--- src/rtl/board_mem_pkg.sv ---
// Shared types and constants for the Life board memory arbiter.
package board_mem_pkg;

    localparam int BOARD_ADDR_W = 11;

    localparam logic [7:0] CTR_MAX = 8'hFF;

    typedef enum logic [1:0] {
        CLI_VIDEO  = 2'd0,
        CLI_ENGINE = 2'd1,
        CLI_LOADER = 2'd2
    } client_id_e;

    typedef logic [1:0] tag_t;

    typedef struct packed {
        logic valid;
        tag_t id;
    } tag_stage_t;

endpackage

--- src/rtl/board_mem_arbiter_wait_ctr.sv ---
// Saturating wait counter for one non-video client, with a starved flag.
module board_mem_wait_ctr
    import board_mem_pkg::*;
#(
    parameter int STARVE_LIMIT = 15
) (
    input  logic clk,
    input  logic rst_n,
    input  logic req,
    input  logic gnt,
    output logic starved
);

    localparam logic [7:0] LIMIT = 8'(STARVE_LIMIT);

    logic [7:0] count;

    // Count cycles spent waiting; a grant or a dropped request restarts the wait
    always_ff @(posedge clk or negedge rst_n) begin
        if (!rst_n) begin
            count <= '0;
        end else if (!req || gnt) begin
            count <= '0;
        end else if (count != CTR_MAX) begin
            count <= count + 8'd1;
        end
    end

    assign starved = req && (count >= LIMIT);

endmodule

--- src/rtl/board_mem_arbiter.sv ---
// Single-port scheduler sharing the board RAM between video, engine and loader.
module board_mem_arbiter
    import board_mem_pkg::*;
#(
    parameter int ADDR_W       = BOARD_ADDR_W,
    parameter int STARVE_LIMIT = 15
) (
    input  logic              clk,
    input  logic              rst_n,
    input  logic              vid_req,
    input  logic [ADDR_W-1:0] vid_addr,
    output logic              vid_gnt,
    output logic              vid_rvalid,
    input  logic              eng_req,
    input  logic              eng_we,
    input  logic [ADDR_W-1:0] eng_addr,
    input  logic              eng_wdata,
    output logic              eng_gnt,
    output logic              eng_rvalid,
    input  logic              ld_req,
    input  logic [ADDR_W-1:0] ld_addr,
    input  logic              ld_wdata,
    output logic              ld_gnt,
    output logic              rdata,
    output logic              mem_en,
    output logic              mem_we,
    output logic [ADDR_W-1:0] mem_addr,
    output logic              mem_wdata,
    input  logic              mem_rdata,
    output logic              vid_miss,
    output logic [7:0]        miss_count
);

    logic       eng_starved;
    logic       ld_starved;
    logic       starve_override;
    logic       rr_ptr;
    tag_stage_t tag_next;
    tag_stage_t tag_s1;
    tag_stage_t tag_s2;

    board_mem_wait_ctr #(.STARVE_LIMIT(STARVE_LIMIT)) u_eng_wait (
        .clk     (clk),
        .rst_n   (rst_n),
        .req     (eng_req),
        .gnt     (eng_gnt),
        .starved (eng_starved)
    );

    board_mem_wait_ctr #(.STARVE_LIMIT(STARVE_LIMIT)) u_ld_wait (
        .clk     (clk),
        .rst_n   (rst_n),
        .req     (ld_req),
        .gnt     (ld_gnt),
        .starved (ld_starved)
    );

    // Pick one winner: starved client first, then video, then engine/loader round-robin
    always_comb begin
        vid_gnt         = 1'b0;
        eng_gnt         = 1'b0;
        ld_gnt          = 1'b0;
        starve_override = eng_starved || ld_starved;
        if (eng_starved && ld_starved) begin
            if (rr_ptr) ld_gnt = 1'b1;
            else        eng_gnt = 1'b1;
        end else if (eng_starved) begin
            eng_gnt = 1'b1;
        end else if (ld_starved) begin
            ld_gnt = 1'b1;
        end else if (vid_req) begin
            vid_gnt = 1'b1;
        end else if (eng_req && ld_req) begin
            if (rr_ptr) ld_gnt = 1'b1;
            else        eng_gnt = 1'b1;
        end else if (eng_req) begin
            eng_gnt = 1'b1;
        end else if (ld_req) begin
            ld_gnt = 1'b1;
        end
    end

    assign vid_miss = vid_req && starve_override;

    // Register the granted command toward the RAM; address and data hold when idle
    always_ff @(posedge clk or negedge rst_n) begin
        if (!rst_n) begin
            mem_en    <= 1'b0;
            mem_we    <= 1'b0;
            mem_addr  <= '0;
            mem_wdata <= 1'b0;
        end else begin
            mem_en <= vid_gnt || eng_gnt || ld_gnt;
            mem_we <= (eng_gnt && eng_we) || ld_gnt;
            if (vid_gnt) begin
                mem_addr <= vid_addr;
            end else if (eng_gnt) begin
                mem_addr  <= eng_addr;
                mem_wdata <= eng_wdata;
            end else if (ld_gnt) begin
                mem_addr  <= ld_addr;
                mem_wdata <= ld_wdata;
            end
        end
    end

    // Build the tag for this cycle's grant; only reads are tracked
    always_comb begin
        tag_next.valid = vid_gnt || (eng_gnt && !eng_we);
        tag_next.id    = vid_gnt ? tag_t'(CLI_VIDEO) : tag_t'(CLI_ENGINE);
    end

    // Two-stage tag pipeline matching the command register plus the RAM read latency
    always_ff @(posedge clk or negedge rst_n) begin
        if (!rst_n) begin
            tag_s1 <= '0;
            tag_s2 <= '0;
        end else begin
            tag_s1 <= tag_next;
            tag_s2 <= tag_s1;
        end
    end

    assign vid_rvalid = tag_s2.valid && (tag_s2.id == tag_t'(CLI_VIDEO));
    assign eng_rvalid = tag_s2.valid && (tag_s2.id == tag_t'(CLI_ENGINE));
    assign rdata      = tag_s2.valid && mem_rdata;

    // Round-robin pointer points away from the last engine/loader winner
    always_ff @(posedge clk or negedge rst_n) begin
        if (!rst_n) begin
            rr_ptr <= 1'b0;
        end else if (eng_gnt) begin
            rr_ptr <= 1'b1;
        end else if (ld_gnt) begin
            rr_ptr <= 1'b0;
        end
    end

    // Saturating tally of video requests pre-empted by a starvation override
    always_ff @(posedge clk or negedge rst_n) begin
        if (!rst_n) begin
            miss_count <= '0;
        end else if (vid_miss && (miss_count != CTR_MAX)) begin
            miss_count <= miss_count + 8'd1;
        end
    end

endmodule
--- config.mk ---
export PLATFORM = sky130hd
export DESIGN_NAME = board_mem_arbiter
export DESIGN_NICKNAME = d
export VERILOG_FILES = /design/src/rtl/board_mem_pkg.sv /design/src/rtl/board_mem_arbiter_wait_ctr.sv /design/src/rtl/board_mem_arbiter.sv
export SDC_FILE = /design/constraint.sdc
export NUM_CORES = 1
export LEC_CHECK = 0
export CAP_MARGIN = 20
export CORE_UTILIZATION = 41
export DETAILED_ROUTE_END_ITERATION = 12
export PLACE_DENSITY = 0.86
export SETUP_SLACK_MARGIN = 0.05
export SYNTH_ARGS = -nofsm -noshare
export SYNTH_HDL_FRONTEND = slang
export SYNTH_SLANG_ARGS = --single-unit
--- constraint.sdc ---
create_clock -name clk -period 2.55 [get_ports clk]
set_input_delay 0.6375 -clock clk [delete_from_list [all_inputs] [get_ports clk]]
set_output_delay 0.6375 -clock clk [all_outputs]
set_load 0.05 [all_outputs]
* Word level (Yosys, flattened, before mapping)
Index checks and enable logic that the tools add are counted.
** Operators by class
- $add $sub $neg :: 3
- $lt $le $gt $ge :: 2
- Eq/ne operators :: 4
- Mux-type cells :: 31
- Bitwise operators :: 1
- Reduce and logical (&&, ||, !) cells :: 27
** Operators with widths (count)
- 11-bit two-way mux :: 3
- 8-bit two-way mux :: 4
- 8-bit by 1-bit adder with 8-bit output, second input constant :: 3
- 1-bit two-way mux :: 24
- 8-bit != test, second input constant :: 3
- 8-bit by 4-bit >= comparator with 1-bit output, second input constant :: 2
- 1-bit logical AND :: 11
- 1-bit logical OR :: 7
- 2-bit nonzero test :: 3
- 1-bit zero test :: 3
- 3-bit nonzero test :: 1
- 2-bit zero test :: 1
- 2-bit AND reduction :: 1
- 1-bit equality test, second input constant :: 1
- 1-bit NOT :: 1
** Word-level totals
- Bits in registers :: 43
- Input port bits :: 42
- Output and inout port bits :: 29
- Word-level logic and storage cells :: 80

* Logic depth before layout (Yosys ltp)
Gate-level depths: netlist (run 1).
- Word-level depth :: 10
- Depth in mapped cells :: 9
- Mapped depth without buffers :: 7

* Hierarchy
From an unflattened synthesis (run 1), not the netlist that was laid out.
** Unflattened totals
- Cell total of the unflattened synthesis :: 225
- Area, all modules :: 2274.7 µm²
** By module, submodules not included
- board_mem_arbiter :: times used 1, cells each 133, area each 1401.3 µm², seq. area each 675.6 µm²
- board_mem_wait_ctr :: times used 2, cells each 46, area each 436.7 µm², seq. area each 200.2 µm²

* Worst setup path before layout (run 1)
Ideal clock, no wire load.
- Path kind :: flip-flop to output port
- From :: register u_eng_wait.count[0]
- To :: output eng_gnt
- Arrival :: 1928 ps
- Data required time :: 1913 ps
- Path slack :: -15 ps
- Cell stages (with the launch flop) :: 9
- Buffers on the path :: 2
- Path through :: dfrtp_1 -> ha_1 -> a31oi_1 -> and2_1 -> buf_2 -> maj3_2 -> a221o_1 -> buf_6 -> inv_2
** Between the ends
- Cells in the longest elaborated chain, start to end :: 4
- Elaborated cells on any way between the ends :: 5
- Classes of those cells :: 1 x order compare; 2 x mux; 2 x reduce/logical
** RTL lines
- start, declared :: line board_mem_arbiter_wait_ctr.sv:16 : logic [7:0] count;
- start signal, assigned :: line board_mem_arbiter_wait_ctr.sv:25 : count <= count + 8'd1;
- 8-bit by 4-bit >= comparator with 1-bit output * :: line board_mem_arbiter_wait_ctr.sv:29 : assign starved = req && (count >= LIMIT);
- 1-bit logical AND * :: line board_mem_arbiter_wait_ctr.sv:29
- 1-bit two-way mux / 1-bit logical AND (equally long branches) :: line board_mem_arbiter.sv:67, board_mem_arbiter.sv:64
- 1-bit two-way mux * :: line board_mem_arbiter.sv:64 : if (eng_starved && ld_starved) begin
- end, declared :: line board_mem_arbiter.sv:18 : output logic eng_gnt,
Every way passes the cells marked *; elsewhere a longest branch is shown, timed or not.

* Worst setup path after layout (run 1)
- From :: register u_eng_wait.count[1]
- To :: output eng_gnt
Same word-level chain as after synthesis.

==> impl_results.md, run 1 <==
- DRT iter0 DRCs: 71
- Cell row count: 25
- Worst Reg-to-Reg Cells: 10
- Rel. slew slack: between 50 and 60%
- TritonCTS Buffers: 5
- CP startpoint: u_eng_wait.count[1]
- WL/cell: roughly 16 um
- TNS Setup: -0.411 ns
- Final hold vios: 0
- DR vias/cell: between 5 and 6
- Nets: approximately 330
- Sequential share of the synthesized area: between 50% and 60%
- RSZ-0062 raised after global routing: yes
- Core Util, Final: 68.6%
- Chip Width: approximately 73 um
- Synth Instances: approximately 190
- P&R area growth vs syn: 58.3%
- H-tree lvl count: 2
- Port bufs: 70
- Final period util: 105%
- DP HPWL: 3.93 mm
- Final worst path period need: about 2.7 ns
- Layout cells sized above 1: a little under a quarter
- Post-synth ARST share: 100%
- Initial Util: a little over two fifths
- WS Path Type: flop to primary output
- Max-Cap Viols: 0
- Synth warn: 0
- Final setup vio count: 4
- Mean Syn Cell Area: 11.1 um2
- Cts hold-fix bufs: 0
- Grt ovf: 0
- # clock sinks: 43
- Worst slew pin tran: ~0.62 ns
- Synth Flop Type: dfrtp_1
- Vias in the first global route: approximately 1.9k
- VDD IR max: 0.305 mV
- Die area: around 5300 um2
- CTS tree: yes
- Netlist cell types: 40
- Max clock buf depth: 2
- Routed WL: between 5 and 6 mm
- CP startpoint kind: flop
- Worst setup EP type: primary output
- Pin count of the biggest net entering global routing: 18
- Hold WS: 0.231 ns
- PD cells: around 540 nW/um2
- Core Region: between 4000 and 5000 um2
- Worst Path Required: around 1.9 ns
- DRT Pass-1 Iters: 4
- IO Pins: just over 70
- Status: complete, but fails checks
- Violated checks: negative setup slack
- Critical path data arrival time: ~2.1 ns
- Worst setup margin: -0.135 ns
- Fin. max-slew vios: 0
- CP max FO: 4
- # diodes: 0
- Post-route DRC violation count: 0
- Initial antenna violation count: 0
- All-Layer GR Usage: about 22%
- Seq cells post-synth: 43
- Worst-path clk slew: 0.08 ns
- Number of synthesized flops with an enable pin: 0
- Die H: ~73 um
- First-pass GRT wire length: between 8 and 9 mm
- Clk_lat worst skew: around 0.3 ns
- Via count: about 1.9k
- Cell Area, Synth: 2070 um2
- Global placer's final weighted congestion: 0.843
- Worst r2r src: u_eng_wait.count[1]
- Clk_skew: between 0.003 and 0.004 ns
- Hold Crit Class: input pin to asynchronous set/reset pin
- Lkg Pwr: between 1 and 1.5 nW
- Synth Net Count: approximately 230
- CTS Root Cell: clkbuf_8
- Post-DRT Antenna Nets: 0
- Fmax: 0.372 GHz
synth_stat cells, types with 2 or more instances:
library cell | n | area [um2]
xnor2_1 | 9 | 78.8
a211oi_1 | 4 | 30.0
o221a_2 | 5 | 56.3
buf_2 | 3 | 15.0
and2_1 | 5 | 31.3
a31oi_1 | 4 | 25.0
mux2i_1 | 3 | 30.0
or3_1 | 2 | 12.5
nor2_1 | 12 | 45.0
nand4_1 | 6 | 37.5
inv_2 | 2 | 7.51
and3_1 | 4 | 25.0
xor2_1 | 4 | 35.0
nor3_1 | 3 | 15.0
o22a_1 | 5 | 43.8
nand3_1 | 9 | 45.0
nand2b_1 | 2 | 12.5
a21oi_1 | 6 | 30.0
a221o_1 | 8 | 80.1
and4_1 | 2 | 17.5
dfrtp_1 | 43 | 1080
nor2b_1 | 2 | 12.5
inv_1 | 5 | 18.8
mux2_2 | 2 | 22.5
nand2_1 | 10 | 37.5
a22o_1 | 6 | 52.6
ha_1 | 3 | 37.5
o21ai_0 | 6 | 30.0
layer usage:
layer	part of all wire [%]	global-route usage, %	vias to the layer above
li1	-	-	907
met1	40	25.4	931
met2	52	38.1	68
met3	6.3	6.08	8
met4	1.7	8.50	0
met5	0	0	-
timing repair:
item,CTS,global route
gates cloned,0,0
resized for setup,10,9
pin swaps,2,4
endpoints found under the setup margin,4,4
buffers inserted,5,4
final timing paths:
check / endpoint / slack [ns]
setup / recovery: eng_gnt / -0.13
hold / removal: tag_s2[0] / 0.23
setup reg to reg: miss_count[1] / 0.27
hold reg to reg: tag_s2[0] / 0.36
max in group asynchronous: mem_addr[3] / 1.77
min in group clk: tag_s2[0] / 0.36
flip-flops by register name, summed over array words and instances (netlist names):
name	count
u_ld_wait.count	8
mem_wdata	1
miss_count	8
mem_en	1
tag_s1	2
rr_ptr	1
mem_addr	11
mem_we	1
u_eng_wait.count	8
tag_s2	2
placed cells by master (no fill, tap or decap), types with 6 or more instances in the layout:
| cell | n |
|---|---|
| clkbuf_8 | 6 |
| a22o_1 | 6 |
| o21ai_0 | 6 |
| clkdlybuf4s50_1 | 64 |
| nand2_1 | 10 |
| xnor2_1 | 9 |
| nand3_1 | 8 |
| nor2_1 | 12 |
| a221o_1 | 8 |
| nand4_1 | 6 |
| buf_4 | 27 |
| dfrtp_1 | 40 |
cell families (layout without fill, tap and decap cells):
group	Yosys count	after routing	share of synthesized area, %
AND/OR/NAND/NOR	59	59	15.4
AO/OA/AOI/OAI	50	50	18.9
flip-flops	43	43	51.9
XOR/XNOR	13	13	5.49
buffers and inverters	12	113	2.71
multiplexers	6	6	3.26
adder cells (fa/ha/maj)	4	4	2.35
worst max-delay path, stage by stage, from the launching register on:
cell	delay, ns
dfrtp_1	0.41
ha_4	0.17
a31oi_4	0.09
and2_4	0.17
maj3_2	0.31
a221o_1	0.39
inv_4	0.09
buf_12	0.13
through the flow:
stage               total power, mW  setup slack [ns]  cell area, um2  cells
detailed placement             1.21           -0.0256            3030    339
global placement               1.20           0.00921            3030    339
CTS                            1.77            -0.119            3210    352
global route                   1.83            -0.193            3280    355
finish                         1.76            -0.135            3280    355
floorplan                     0.997            0.0602            2080    187
cell type report:
class	instances	area [um2]
flip-flops and latches	43	1080
multi-input cells	132	1010
fillers	355	1500
inverters	7	33.8
repair buffers	98	960
well taps	67	83.8
clock inverters	2	35.0
clock buffers	6	82.6
report_power, final:
part	switching (mW)	internal [mW]
sequential	0.0305	0.724
clock	0.238	0.317
combinational	0.243	0.210
total	0.512	1.25
Note: power is estimated with default switching activity, not from simulation.
==> inputs of run 2 (changes only) <==
--- a/config.mk
+++ b/config.mk
@@ -6,10 +6,12 @@
 export NUM_CORES = 1
 export LEC_CHECK = 0
 export CAP_MARGIN = 20
+export CORE_ASPECT_RATIO = 0.6
 export CORE_UTILIZATION = 41
 export DETAILED_ROUTE_END_ITERATION = 12
 export PLACE_DENSITY = 0.86
 export SETUP_SLACK_MARGIN = 0.05
+export SKIP_LAST_GASP = 1
 export SYNTH_ARGS = -nofsm -noshare
 export SYNTH_HDL_FRONTEND = slang
 export SYNTH_SLANG_ARGS = --single-unit
==> impl_results.md, run 2 (synthesized netlist as in run 1, its figures left out) <==
- Post-DRT Antenna Nets: 0 (unchanged)
- Max clock buf depth: 2 (unchanged)
- Cell row count: 19 (-24%)
- Worst Reg-to-Reg Cells: 8 (-2)
- Worst slew pin tran: 0.611 ns (-0.0125 ns)
- DRT iter0 DRCs: 115 (+62%)
- Lkg Pwr: 1.39 nW (-1.1%)
- PD cells: 541 nW/um2 (+0.69%)
- Die H: 57.1 um (-22%)
- Die area: 5360 um2 (+0.18%)
- Non-Filler Instances: 348 (-2.0%)
- Violated checks: negative setup slack
- VDD IR max: 0.300 mV (-1.6%)
- Reg-to-Reg End: mem_addr[7]
- H-tree lvl count: 2 (unchanged)
- Hold WS: 0.258 ns (+0.0274 ns)
- Core Region: 4710 um2 (-1.6%)
- TNS Setup: -0.202 ns (+0.209 ns)
- WL/cell: 16.4 um (+5.0%)
- DR vias/cell: 5.46 (+1.3%)
- Fin. max-slew vios: 0 (unchanged)
- Initial Util: 44.1% (+0.73 points)
- # fillers: 349 (-1.7%)
- First-pass GRT wire length: 9.09 mm (+4.6%)
- Critical path data arrival time: 2.05 ns (about the same)
- Final worst path period need: 2.68 ns (-0.00108 ns)
- Grt ovf: 0 (unchanged)
- Final hold vios: 0 (unchanged)
- Storage element area: 1080 um2 (+0.12%)
- Placed cell count: 334 (-1.5%)
- # clock sinks: 43 (unchanged)
- Vias in the first global route: 1865 (-0.054%)
- Via count: 1901 (-0.68%)
- Fmax: 0.373 GHz (about the same)
- Layout cells sized above 1: 23.5% (-0.45 points)
- Footprint of the multi-input gates: 997 um2 (-1.1%)
- P&R area growth vs syn: 56.2%
- Routed WL: 5.70 mm (+2.9%)
- WS Path Type: flop to primary output
- CTS Root Cell: clkbuf_8
- Max reg flops: 11 (unchanged)
- CP max FO: 2 (-2)
- Rel. slew slack: 59.0% (+0.84 points)
- Chip Width: 93.8 um (+28%)
- Worst r2r src: u_ld_wait.count[5]
- Worst-path clk slew: 0.08 ns (about the same)
- All-Layer GR Usage: 22.3% (+0.45 points)
- CTS tree: yes
- Final period util: 105% (about the same)
- Most frequent cells in the layout: clkdlybuf4s50_1 (62), dfrtp_1 (39), buf_4 (25)
- Port bufs: 70 (unchanged)
- Worst Path Required: 1.91 ns (about the same)
- Max-Cap Viols: 0 (unchanged)
- Clk_skew: 0.00605 ns (+0.00251 ns)
- Initial antenna violation count: 0 (unchanged)
- Core Util, Final: 68.8% (+0.22 points)
- Reg with most FFs: mem_addr
- # diodes: 0 (unchanged)
- Worst slack, placed: -0.0601 ns (-0.0345 ns)
- Post-route DRC violation count: 0 (unchanged)
- Hold Crit Class: input pin to asynchronous set/reset pin
- Global placer's final weighted congestion: 0.888 (+5.4%)
- Leading cell type in the layout, fill and taps excluded: clkdlybuf4s50_1
- Worst setup margin: -0.134 ns (+0.00108 ns)
- TritonCTS Buffers: 5 (unchanged)
- RSZ-0062 raised after global routing: yes
- Status: complete, but fails checks
- CP startpoint kind: flop
- DRT Pass-1 Iters: 4 (unchanged)
- Pin count of the biggest net entering global routing: 19 (+1)
- FF-to-FF setup slack: 0.35 ns (+0.08 ns)
- Worst setup EP type: primary output
- DP HPWL: 4.14 mm (+5.3%)
- Final setup vio count: 2 (-2)
- Clk_lat worst skew: 0.29 ns (about the same)
- IO Pins: 71 (unchanged)
- Nets: 329 (-0.90%)
[run 2: how the worst max path moves through the flow]
stage	slack, ns	end	cells after the start	start
floorplan	0.06	ld_gnt	8	u_eng_wait.count[0]
global placement	-0.01	vid_gnt	6	eng_req
detailed placement	-0.06	vid_gnt	5	vid_req
CTS	-0.1	eng_gnt	6	u_ld_wait.count[5]
global route	-0.17	eng_gnt	6	u_ld_wait.count[5]
finish	-0.13	eng_gnt	6	u_ld_wait.count[5]
[run 2: final cells by class]
| type | instances | area share (%) |
|---|---|---|
| Sequential cell | 43 | 33.4 |
| Tap cell | 63 | 2.43 |
| Multi-Input combinational cell | 132 | 30.8 |
| Inverter | 7 | 1.04 |
| Clock inverter | 2 | 1.08 |
| Clock buffer | 6 | 2.55 |
| Timing Repair Buffer | 95 | 28.7 |
[run 2: metal layers]
metal | part of all wire [%] | wire length (um) | vias to the layer above | track usage [%]
li1 | - | - | 898 | -
met1 | 44 | 2500 | 924 | 30.4
met2 | 48 | 2730 | 73 | 35.8
met3 | 7.5 | 427 | 6 | 5.87
met4 | 0.84 | 48 | 0 | 5.93
met5 | 0 | 0 | - | 0
[run 2: stage by stage]
step | power, mW | area [um2]
3_3_place_gp | 1.20 | 3020
3_5_place_dp | 1.21 | 3020
2_1_floorplan | 0.997 | 2080
6_report | 1.75 | 3240
5_1_grt | 1.82 | 3240
4_1_cts | 1.76 | 3220
[run 2: critical path, stage by stage, from the launching register on]
cell and delay, ns:
dfrtp_2 0.43, nor4_4 0.34, nand2_2 0.11, maj3_2 0.31
a221o_1 0.35, inv_4 0.08, buf_12 0.13
[run 2: power breakdown]
part	internal [mW]	switching (mW)	leakage (nW)
logic	0.208	0.245	0.783
clock network	0.317	0.228	0.0612
registers	0.724	0.0296	0.544
total	1.25	0.503	1.39
[run 2: repair_timing]
action | in CTS | in global routing
gates cloned | 0 | 0
hold buffers | 0 | 0
setup endpoints to repair | 4 | 4
pin swaps | 3 | 0
resized for setup | 15 | 6
setup buffers | 6 | 0
==> inputs of run 3 (changes only) <==
==> constraint.sdc (replaced) <==
create_clock -name clk -period 2.55 [get_ports clk]
set_input_delay 0.6375 -clock clk [delete_from_list [all_inputs] [get_ports clk]]
set_output_delay 0.6375 -clock clk [all_outputs]
set_load 0.01 [all_outputs]
==> impl_results.md, run 3 (synthesized netlist as in run 1, its figures left out) <==
- CP max FO: 3 (+1)
- Worst Path Required: 1.91 ns (about the same)
- Final period util: 105% (-0.74 points)
- P_sw: 400 uW (-20%)
- Grt ovf: 0 (unchanged)
- DP HPWL: 4.44 mm (+7.3%)
- DRT iter0 DRCs: 120 (+4.3%)
- All-Layer GR Usage: 24.1% (+1.7 points)
- CP startpoint: u_eng_wait.count[0]
- Hold Crit Class: input pin to asynchronous set/reset pin
- Fin. max-slew vios: 0 (unchanged)
- Final hold vios: 0 (unchanged)
- Worst setup EP type: primary output
- Lkg Pwr: 1.54 nW (+11%)
- RSZ-0062 raised after global routing: yes
- H-tree lvl count: 2 (unchanged)
- Reg-to-Reg End: mem_addr[10]
- Initial Util: 44.1% (unchanged)
- Pint: 1.33 mW (+6.5%)
- Post-DRT Antenna Nets: 0 (unchanged)
- Via count: 2070 (+8.9%)
- WS Path Type: flop to primary output
- Total power: 1.73 mW (-1.2%)
- Hold WS: 0.185 ns (-0.0737 ns)
- Critical path data arrival time: 2.03 ns (-0.02 ns)
- Global placer's final weighted congestion: 0.848 (-4.5%)
- Vias in the first global route: 1969 (+5.6%)
- Die area: 5360 um2 (unchanged)
- P&R area growth vs syn: 66.3%
- Status: complete, but fails checks
- # diodes: 0 (unchanged)
- Critical path's top delay family: adder cells
- Worst slew pin tran: 0.596 ns (-0.0152 ns)
- Post-route DRC violation count: 0 (unchanged)
- Cell Chain, Critical Path: ha_4 > a31oi_4 > and2_4 > buf_6 > maj3_2 > a221o_1 > inv_2 > buf_6
- Clk_lat worst skew: 0.30 ns (about the same)
- Port bufs: 70 (unchanged)
- Sw Ratio: 23.1% (-5.6 points)
- Slowest cell on crit path: dfrtp_1
- WL/cell: 16.7 um (+1.9%)
- Worst Reg-to-Reg Cells: 11 (+3)
- Fmax: 0.375 GHz (+0.71%)
- Combinational share of power: 20.3% (-5.6 points)
- FF-to-FF setup slack: 0.27 ns (-0.08 ns)
- Worst Path Buf+Inv: 3 (+1)
- Pin count of the biggest net entering global routing: 23 (+4)
- Chip Width: 93.8 um (unchanged)
- Leading cell type in the layout, fill and taps excluded: clkdlybuf4s50_1
- Rel. slew slack: 60.0% (+1.0 points)
- PD cells: 502 nW/um2 (-7.2%)
- DRT Pass-1 Iters: 4 (unchanged)
- CP startpoint kind: flop
- Worst Setup EP: eng_gnt
- Cell row count: 19 (unchanged)
- Core Region: 4710 um2 (unchanged)
- Reg power frac: 43.6% (+0.6 points)
- # clock sinks: 43 (unchanged)
- Most frequent cells in the layout: clkdlybuf4s50_1 (65), buf_4 (49), dfrtp_1 (43)
- Clock power share: 36.1% (+5.0 points)
- VDD IR max: 0.312 mV (+4.0%)
- TritonCTS Buffers: 5 (unchanged)
- Violated checks: negative setup slack
- Final setup vio count: 2 (unchanged)
- Worst-path clk slew: 0.08 ns (about the same)
- Die H: 57.1 um (unchanged)
- Reg with most FFs: mem_addr
- Layout cells sized above 1: 29.0% (+5.5 points)
- First-pass GRT wire length: 9.67 mm (+6.4%)
- CTS Root Cell: clkbuf_8
- Routed WL: 6.29 mm (+10%)
- Critical Path Stages: 8 (+2)
- CTS tree: yes
- Cts hold-fix bufs: 0 (unchanged)
- Max reg flops: 11 (unchanged)
- IO Pins: 71 (unchanged)
- Placed Area: 3090 um2 (+2.4%)
- Initial antenna violation count: 0 (unchanged)
- Max-Cap Viols: 0 (unchanged)
- Clk_skew: 0.00633 ns (+0.000287 ns)
- Nets: 358 (+8.8%)
- Final worst path period need: 2.66 ns (-0.0189 ns)
- Post-Layout Inst Area: 3450 um2 (+6.5%)
- Worst setup margin: -0.115 ns (+0.0189 ns)
- Critical path's most frequent cell: buf_6
- DR vias/cell: 5.49 (+0.51%)
- Max clock buf depth: 2 (unchanged)
- Critical path's largest stage delay: 0.41 ns (-0.02 ns)
- Worst r2r src: u_ld_wait.count[6]
-- run 3: cell count changes in the layout (fill, tap and decap cells not counted), moves of 2 or more --
cell             previous run  this run
buf_4                      25        49
buf_6                       0         8
buf_12                      5         0
dfrtp_1                    39        43
dfrtp_2                     4         0
clkdlybuf4s50_1            62        65
inv_2                       1         4
inv_4                       3         0
dlygate4sd2_1               2         0
-- run 3: how the worst min path moves through the flow --
stage                    from             endpoint  cells past startpoint
global placement    tag_s1[0]            tag_s2[0]                      0
detailed placement  tag_s1[2]            tag_s2[2]                      0
CTS                     rst_n  u_eng_wait.count[5]                      1
global route            rst_n  u_eng_wait.count[5]                      1
floorplan           tag_s1[0]            tag_s2[0]                      0
finish                  rst_n  u_eng_wait.count[5]                      1
-- run 3: layout make-up --
class	instances	area, um2
timing repair buffer	124	1120
multi-input combinational	132	1020
sequential	43	1080
inverter	7	26.3
tap	63	78.8
clock buffer	6	72.6
fill	305	1260
clock inverter	2	60.1
-- run 3: power by group through the flow --
stage          registers, mW  logic (mW)  clock network [mW]
4_1_cts                0.753       0.340               0.636
3_5_place_dp           0.766       0.327                   0
3_3_place_gp           0.763       0.317                   0
2_1_floorplan          0.778       0.105                   0
5_1_grt                0.760       0.376               0.662
6_report               0.755       0.351               0.624
-- run 3: metal layers --
layer	global-route usage [%]	routed length [um]	up-vias
met4	9.23	97	0
li1	-	-	955
met3	5.07	383	12
met2	40.5	3100	72
met5	0	0	-
met1	30.8	2720	1031
-- run 3: worst reg2reg max path, delay by kind of cell (launching register included) --
kind	cells	cell delay, ns
buf+inv	6	0.68
simple gates	3	0.61
compound gates	2	0.44
flops	1	0.42
-- run 3: what timing repair did --
action	in CTS	in global routing
pin swaps	9	6
buffers inserted	9	10
resized for setup	29	11
endpoints found under the setup margin	4	4
-- run 3: metrics by stage --
| stage | setup TNS [ns] | cells | util (%) | worst slack, ns |
|---|---|---|---|---|
| 2_1_floorplan | 0 | 187 | - | 0.109 |
| 3_3_place_gp | -1.31 | 351 | 65.6 | -0.361 |
| 3_5_place_dp | -1.42 | 351 | 65.6 | -0.398 |
| 4_1_cts | -0.275 | 367 | 70.7 | -0.143 |
| 5_1_grt | -0.345 | 377 | 73.3 | -0.179 |
| 6_report | -0.180 | 377 | 73.3 | -0.115 |
